--- config.mk ---
export PLATFORM = sky130hd
export DESIGN_NAME = axis_to_vga
export DESIGN_NICKNAME = d
export VERILOG_FILES = /design/src/rtl/axis_to_vga.sv
export SDC_FILE = /design/constraint.sdc
export NUM_CORES = 1
export LEC_CHECK = 0
export BUFFER_PORTS_ARGS = -buffer_cell sky130_fd_sc_hd__buf_2
export CELL_PAD_IN_SITES_DETAIL_PLACEMENT = 0
export CELL_PAD_IN_SITES_GLOBAL_PLACEMENT = 1
export CORE_UTILIZATION = 45
export DETAILED_ROUTE_END_ITERATION = 12
export PLACE_DENSITY = 0.64
export SLEW_MARGIN = 10
export SYNTH_ARGS = -nofsm -noshare
export SYNTH_HDL_FRONTEND = slang
export SYNTH_SLANG_ARGS = --single-unit
--- constraint.sdc ---
create_clock -name aclk -period 7.7 [get_ports aclk]
set_input_delay 1.155 -clock aclk [delete_from_list [all_inputs] [get_ports aclk]]
set_output_delay 1.155 -clock aclk [all_outputs]
set_load 0.02 [all_outputs]
--- src/rtl/axis_to_vga.sv ---
// axis_to_vga: AXI-Stream pixel sink driving registered VGA timing with SOF/EOF frame alignment.
module axis_to_vga #(
  parameter int H_ACTIVE   = 640,
  parameter int H_FP       = 16,
  parameter int H_SYNC     = 96,
  parameter int H_BP       = 48,
  parameter int V_ACTIVE   = 480,
  parameter int V_FP       = 10,
  parameter int V_SYNC     = 2,
  parameter int V_BP       = 33,
  parameter int FIFO_DEPTH = 16
) (
  input  logic        aclk,
  input  logic        areset,
  input  logic [31:0] in_stream_tdata,
  input  logic [3:0]  in_stream_tkeep,
  input  logic        in_stream_tlast,
  input  logic        in_stream_tuser,
  input  logic        in_stream_tvalid,
  output logic        in_stream_tready,
  output logic [7:0]  vga_r,
  output logic [7:0]  vga_g,
  output logic [7:0]  vga_b,
  output logic        vga_hsync,
  output logic        vga_vsync,
  output logic        vga_de,
  output logic        underflow,
  output logic        frame_err
);
  localparam int HT = H_ACTIVE + H_FP + H_SYNC + H_BP;
  localparam int VT = V_ACTIVE + V_FP + V_SYNC + V_BP;
  localparam int HW = $clog2(HT);
  localparam int VW = $clog2(VT);
  localparam int AW = $clog2(FIFO_DEPTH);
  localparam logic [HW-1:0] H_END = HW'(HT - 1);
  localparam logic [HW-1:0] H_ACT = HW'(H_ACTIVE);
  localparam logic [HW-1:0] H_LPX = HW'(H_ACTIVE - 1);
  localparam logic [HW-1:0] HS_B  = HW'(H_ACTIVE + H_FP);
  localparam logic [HW-1:0] HS_E  = HW'(H_ACTIVE + H_FP + H_SYNC);
  localparam logic [VW-1:0] V_END = VW'(VT - 1);
  localparam logic [VW-1:0] V_ACT = VW'(V_ACTIVE);
  localparam logic [VW-1:0] V_LPX = VW'(V_ACTIVE - 1);
  localparam logic [VW-1:0] VS_B  = VW'(V_ACTIVE + V_FP);
  localparam logic [VW-1:0] VS_E  = VW'(V_ACTIVE + V_FP + V_SYNC);

  typedef enum logic [1:0] {SEEK, ALIGN, RUN} state_t;
  state_t state, state_n;

  logic [HW-1:0] hcnt;
  logic [VW-1:0] vcnt;
  logic [25:0]   mem [FIFO_DEPTH];
  logic [AW:0]   wptr, rptr;
  logic [25:0]   head;
  logic active, origin, last_px, run_px, empty, full, xfer, wr, pop, uf, err, flush;
  logic unused;

  assign unused  = ^{in_stream_tkeep, in_stream_tdata[7:0]};
  assign head    = mem[rptr[AW-1:0]];
  assign empty   = wptr == rptr;
  assign full    = (wptr[AW] != rptr[AW]) && (wptr[AW-1:0] == rptr[AW-1:0]);
  assign active  = (hcnt < H_ACT) && (vcnt < V_ACT);
  assign origin  = (hcnt == '0) && (vcnt == '0);
  assign last_px = (hcnt == H_LPX) && (vcnt == V_LPX);
  assign in_stream_tready = !areset && (state == SEEK || !full);
  assign xfer    = in_stream_tvalid && in_stream_tready;
  // The ALIGN cycle at the frame origin displays the SOF word, so it counts as a pixel slot.
  assign run_px  = (state == RUN && active) || (state == ALIGN && origin);
  assign pop     = run_px && !empty;
  assign uf      = run_px && empty;
  assign err     = pop && (head[1] != origin || head[0] != last_px);
  assign flush   = uf || err;
  assign wr      = xfer && (state != SEEK || in_stream_tuser) && !flush;

  always_comb begin
    state_n = state;
    if (flush) state_n = SEEK;
    else if (state == SEEK && wr) state_n = ALIGN;
    else if (state == ALIGN && origin) state_n = RUN;
  end

  always_ff @(posedge aclk or posedge areset) begin
    if (areset) begin
      state     <= SEEK;
      hcnt      <= '0;
      vcnt      <= '0;
      wptr      <= '0;
      rptr      <= '0;
      vga_r     <= '0;
      vga_g     <= '0;
      vga_b     <= '0;
      vga_de    <= 1'b0;
      vga_hsync <= 1'b1;
      vga_vsync <= 1'b1;
      underflow <= 1'b0;
      frame_err <= 1'b0;
    end else begin
      state <= state_n;
      hcnt  <= (hcnt == H_END) ? '0 : hcnt + 1'b1;
      if (hcnt == H_END) vcnt <= (vcnt == V_END) ? '0 : vcnt + 1'b1;
      wptr  <= flush ? '0 : wptr + {{AW{1'b0}}, wr};
      rptr  <= flush ? '0 : rptr + {{AW{1'b0}}, pop};
      {vga_r, vga_g, vga_b} <= pop ? head[25:2] : 24'd0;
      vga_de    <= run_px;
      vga_hsync <= !(hcnt >= HS_B && hcnt < HS_E);
      vga_vsync <= !(vcnt >= VS_B && vcnt < VS_E);
      underflow <= underflow || uf;
      frame_err <= err;
    end
  end

  always_ff @(posedge aclk) begin
    if (wr) mem[wptr[AW-1:0]] <= {in_stream_tdata[31:8], in_stream_tuser, in_stream_tlast};
  end
endmodule

# Word level (Yosys, flattened, before mapping)
# Memories as Yosys holds them, arrays and structs flattened.
# Cells that the tools add are included.
[totals]
reg_bits = 61
ramBits = 416
inputBits = 41
output_inout_bits = 30
n_memories = 1
[classes]
n_addsub = 4
n_lt_le_gt_ge = 6
eq_ne = 11
muxes = 10
n_reduce_logical = 33
[memory_table]
columns = ["memory", "depth", "width", "rd", "rd_clocked_by_memory_dff", "write_ports", "line_no", "text"]
rows = [
  ["mem", 16, 26, 1, 0, 1, "51", "logic [25:0] mem [FIFO_DEPTH];"],
]
[op_table]
columns = ["cell", "n"]
rows = [
  ["equality test 10 bit, second input constant", 3],
  ["2-to-1 mux 24 bit", 1],
  ["adder 10 x 1 -> 10 bit, second input constant", 2],
  ["logical NOT 10 bit", 2],
  ["< comparator 10 bit, second input constant", 2],
  ["< comparator 10 x 9 -> 1 bit, second input constant", 2],
  ["2-to-1 mux 10 bit", 2],
  ["logical AND 1 bit", 16],
  ["adder 5 x 1 -> 5 bit", 2],
  ["equality test 10 x 9 -> 1 bit, second input constant", 1],
  [">= comparator 10 bit, second input constant", 1],
  [">= comparator 10 x 9 -> 1 bit, second input constant", 1],
  ["2-to-1 mux 5 bit", 2],
  ["logical NOT 1 bit", 6],
  ["logical OR 1 bit", 6],
  ["2-to-1 mux 2 bit", 3],
  ["equality test 5 bit", 1],
  ["equality test 4 bit", 1],
  ["inequality test 1 bit", 3],
  ["nonzero test 3 bit", 1],
  ["equality test 2 x 1 -> 1 bit, second input constant", 1],
  ["equality test 2 bit, second input constant", 1],
  ["logical NOT 2 bit", 1],
  ["2-to-1 mux 1 bit", 2],
  ["nonzero test 2 bit", 1],
]

# Logic depth before layout (Yosys ltp)
[depth]
depth_word = 12
depth_mapped = 14
ltp_nobuf = 13

# Least setup slack after synthesis
# OpenSTA, ideal clock, no wires.
[synth_timing]
path_type = "input -> register"
start = "input port areset"
end = "memory mem[15][0], enable pin"
setup_ps = 475
arrival_ps = 4820
required_ps = 7225
path_slack_ps = 2405
path_stages = 4
cell_sequence = "a31oi_1 o2111ai_1 clkbuf_1 nor4_1"
[synth_between]
elab_chain_cells = 7
[synth_rtl]
columns = ["element", "line_no", "text"]
rows = [
  ["from (decl)", "14", "input logic areset,"],
  ["logical NOT 1 bit (no source line)", "n/a", ""],
  ["logical AND 1 bit", "64", "assign in_stream_tready = !areset && (state == SEEK || !full);"],
  ["logical AND 1 bit", "65", "assign xfer = in_stream_tvalid && in_stream_tready;"],
  ["logical AND 1 bit (2 in series)", "72", "assign wr = xfer && (state != SEEK || in_stream_tuser) && !flush;"],
  ["2-to-1 mux 1 bit", "112", "if (wr) mem[wptr[AW-1:0]] <= {in_stream_tdata[31:8], in_stream_tuser, in_stream_tlast};"],
  ["2-to-1 mux 1 bit (not written as such)", "112", ""],
  ["to (decl)", "51", ""],
]
# Every way passes these cells.

# Final worst setup path
[layout_timing]
start = "register vcnt[0]"
end = "memory mem[2][19], enable pin"
[layout_between]
elab_chain_cells = 11
word_cells_on_any_way = 20
[layout_rtl]
columns = ["element", "line_no", "text"]
rows = [
  ["from (decl)", "50", "logic [VW-1:0] vcnt;"],
  ["from (signal assigned)", "99", "if (hcnt == H_END) vcnt <= (vcnt == V_END) ? '0 : vcnt + 1'b1;"],
  ["< comparator 10 x 9 -> 1 bit / logical NOT 10 bit (equally long branches)", "61, 62", ""],
  ["logical AND 1 bit (on tied branches)", "61, 62", ""],
  ["logical AND 1 bit", "67", "assign run_px = (state == RUN && active) || (state == ALIGN && origin);"],
  ["logical OR 1 bit", "67", ""],
  ["logical AND 1 bit", "68", "assign pop = run_px && !empty;"],
  ["logical AND 1 bit", "70", "assign err = pop && (head[1] != origin || head[0] != last_px);"],
  ["logical OR 1 bit *", "71", "assign flush = uf || err;"],
  ["logical NOT 1 bit *", "72", ""],
  ["logical AND 1 bit *", "72", ""],
  ["2-to-1 mux 1 bit *", "112", ""],
  ["2-to-1 mux 1 bit (not written as such) *", "112", ""],
]
# Mark *: on every way between the ends. The rest lies on a longest branch, timed or not.

==> results.toml <==
[detailed_routing]
routed_wl_um = 37700
initialDrtViolationCount = 636
num_vias = 8512
drc = 0
wl_per_cell_um = 25.0
drt_first_pass_iters = 5
antenna_left = 0
via_per_inst = 5.63

[place]
dp.cells = 1422
io_buffers = 58
place_ws_ns = 2.96
routabilityCongestion = 0.772
dp_hpwl_um = 19100

[hold_path]
hold_path_startpoint = "underflow"
min_path_type = "flop to flop"

[logic_synthesis]
ys_ff_latch = 477
syn-cell-area_um2 = 18400
synth_top_area_frac = 0.679
syn_inst = 858
yosys-top-cells-area = "edfxtp_1 (68%), mux4_2 (16%), dfrtp_1 (8.0%), nor2b_1 (0.85%), nor4_1 (0.78%)"
syn_area_per_cell_um2 = 21.4
synth_top_area_cell = "edfxtp_1"
yosysSeqAreaShare = 0.762
ys_warn_count = 0
synth.distinct_cells = 38
syn_nets = 907

[worst_setup_path]
slowest_delay_ns = 0.95
critPathMaxFanout = 22
crit_path_cell_trace = "inv_1 > ha_1 > nor2b_1 > nand3_1 > nor4b_2 > o21bai_1 > o2111ai_2 > nor4_2 > buf_4"
cp.arrival_ns = 4.86
end_kind = "flop"
cp.required_ns = 7.91
crit_slowest_cell = "nor4_2"
startpoint_type = "flop"
worstReg2RegStart = "vcnt[0]"
startpoint = "vcnt[0]"
critPathTopFamily = "compound AO/OA/AOI/OAI gates"
crit_buf_inv = 2
crit_type = "flop to flop"

[floorplan]
dieWidth_um = 204
rows = 73
start_util = 0.460
pin_count = 71
fp.coreArea_um2 = 40000
die-area_um2 = 41700
chipHeight_um = 204

[cells_and_area]
nets = 997
fillers = 3133
n_antenna_cell = 0
final_layout_size_suffix_gt1_frac = 0.320
area_growth_pct = 14.6
final_cells = 1511

[clock_tree]
cts_root_buffer = "clkbuf_16"
clk_path_buf_depth = 3
clkLatencyLatePin_ns = 0.58
htreeDepth = 2
ctsResizeCount = 0
postCtsHoldBufs = 0
cts_tree = "built"
cts_buffers = 49
clk_pin_slew_worst_paths_ns = 0.06
postCtsSetupBuffers = 0
cts_sinks = 477

[global_routing]
antenna_found_initial = 3
grt_pass1_vias = 9060
overflow = 0
grt_pass1_wl_um = 57700
grt_util_all_layers = 0.192
grt_max_degree = 46

[timing]
finalMaxSlewViolations = 0
timing.final.crit_share = 0.603
finalSetupViolCount = 0
hold_violations = 0
setup_slack_ns = 3.06
rsz0062_at_grt = "no"
max_freq_mhz = 215
finalCriticalPeriod_ns = 4.64
fin_tns_setup_ns = 0
timing.slew.headroom = 0.260
worst_pin_slew_ns = 1.11
finClkSkew_ns = 0.0169

[power_and_ir_drop]
finalPower_mw = 6.16
p_per_area_nw_per_um2 = 292
p_leak_nw = 6.95
vdd_drop_max_v = 0.000154

[status]
outcome = "finished, final reports clean"

[run]
max-cap-violations = 0
## worst register-to-register path, cell delays in order (launching register included)
cell	delay, ns
dfrtp_1	0.44
inv_1	0.07
ha_1	0.19
nor2b_1	0.14
nand3_1	0.20
nor4b_2	0.12
o21bai_1	0.80
o2111ai_2	0.81
nor4_2	0.96
buf_4	0.55
## where the power goes
group / total, mW / internal, mW / switching, mW / leakage [nW]
Sequential: 3.03 / 2.95 / 0.0806 / 4.56
Combinational: 0.789 / 0.401 / 0.388 / 1.60
Clock: 2.34 / 1.39 / 0.953 / 0.797
Total: 6.16 / 4.74 / 1.42 / 6.95
## path summary, 6_finish.rpt
kind                            cells past startpoint  slack, ns         end
worst min-delay path                                1       0.47   underflow
worst max register to register                      9       3.06  mem[2][19]
worst max-delay path                                9       3.06  mem[2][19]
max in group asynchronous                           3       6.00     rptr[0]
min in group asynchronous                           2       0.72     vcnt[8]
worst min register to register                      1       0.47   underflow
## through the flow
| stage | cell area [µm²] | utilization | hold slack [ns] |
|---|---|---|---|
| floorplan | 18400 | - | 0.459 |
| global placement | 19500 | 0.487 | 0.464 |
| detailed placement | 19500 | 0.487 | 0.461 |
| CTS | 21100 | 0.527 | 0.475 |
| global route | 21100 | 0.527 | 0.491 |
| finish | 21100 | 0.527 | 0.474 |
## synth_stat cells
cell type,number
buf_2,8
nand4_1,6
o211ai_1,1
xnor2_1,12
and3_1,3
buf_6,2
nor3_1,2
dfrtp_1,59
clkbuf_1,27
a21oi_1,3
mux4_2,129
buf_1,8
o21ai_1,1
nand2_1,18
o21bai_1,2
nor4b_1,1
nand2b_1,6
or2_2,4
and4_1,1
or3_1,2
o22ai_1,1
or4_1,1
o2111ai_1,1
nand3_1,14
o21ai_0,13
edfxtp_1,416
xor2_1,12
and2_1,1
and3b_1,5
nor2_1,23
nor4_1,23
a31oi_1,3
ha_1,8
nor4b_2,1
dfstp_2,2
mux2i_1,3
inv_1,11
nor2b_1,25
## routing by layer
layer | up-vias | track usage | share of wire
met1 | 4500 | 0.262 | 0.43
met3 | 72 | 0.0333 | 0.051
li1 | 3703 | - | -
met2 | 231 | 0.315 | 0.50
met5 | - | 0 | 0.0010
met4 | 6 | 0.0608 | 0.024
## flip-flops by register name (all words and copies together), names as in the netlist, 2 cells and up
name	cells
mem	416
hcnt	10
vcnt	10
vga_b	8
vga_g	8
vga_r	8
rptr	5
wptr	5
state	2
## final cells by class
class / instances / area, µm² / area share
flip-flops and latches: 477 / 14000 / 0.665
multi-input cells: 325 / 4260 / 0.202
inverters: 11 / 41.3 / 0.00196
clock inverters: 19 / 188 / 0.00890
well taps: 525 / 657 / 0.0311
clock buffers: 70 / 1430 / 0.0676
repair buffers: 84 / 485 / 0.0230
## placed cells by master (no fill, tap or decap), drive strengths merged, types with 6 or more instances in the layout
master and instances:
nand2 18, clkbuf 70, mux4 129, dfrtp 59, nor2b 25, clkinv 15, xor2 12, o21ai 14
nor4 23, buf 84, ha 8, nand4 6, xnor2 12, edfxtp 416, nand3 14, nand2b 6
inv 12, nor2 23
## kinds of logic (layout without fill, tap and decap cells)
kind of cell | Yosys count | count (layout) | share of synthesized area
AO/OA/AOI/OAI | 25 | 25 | 0.00768
AND/OR/NAND/NOR | 136 | 136 | 0.0411
flip-flops | 477 | 477 | 0.762
adder cells (fa/ha/maj) | 8 | 8 | 0.00544
XOR/XNOR | 24 | 24 | 0.0114
multiplexers | 132 | 132 | 0.160
buffers and inverters | 56 | 184 | 0.0128
No activity file was read; power rests on OpenSTA's default activity.
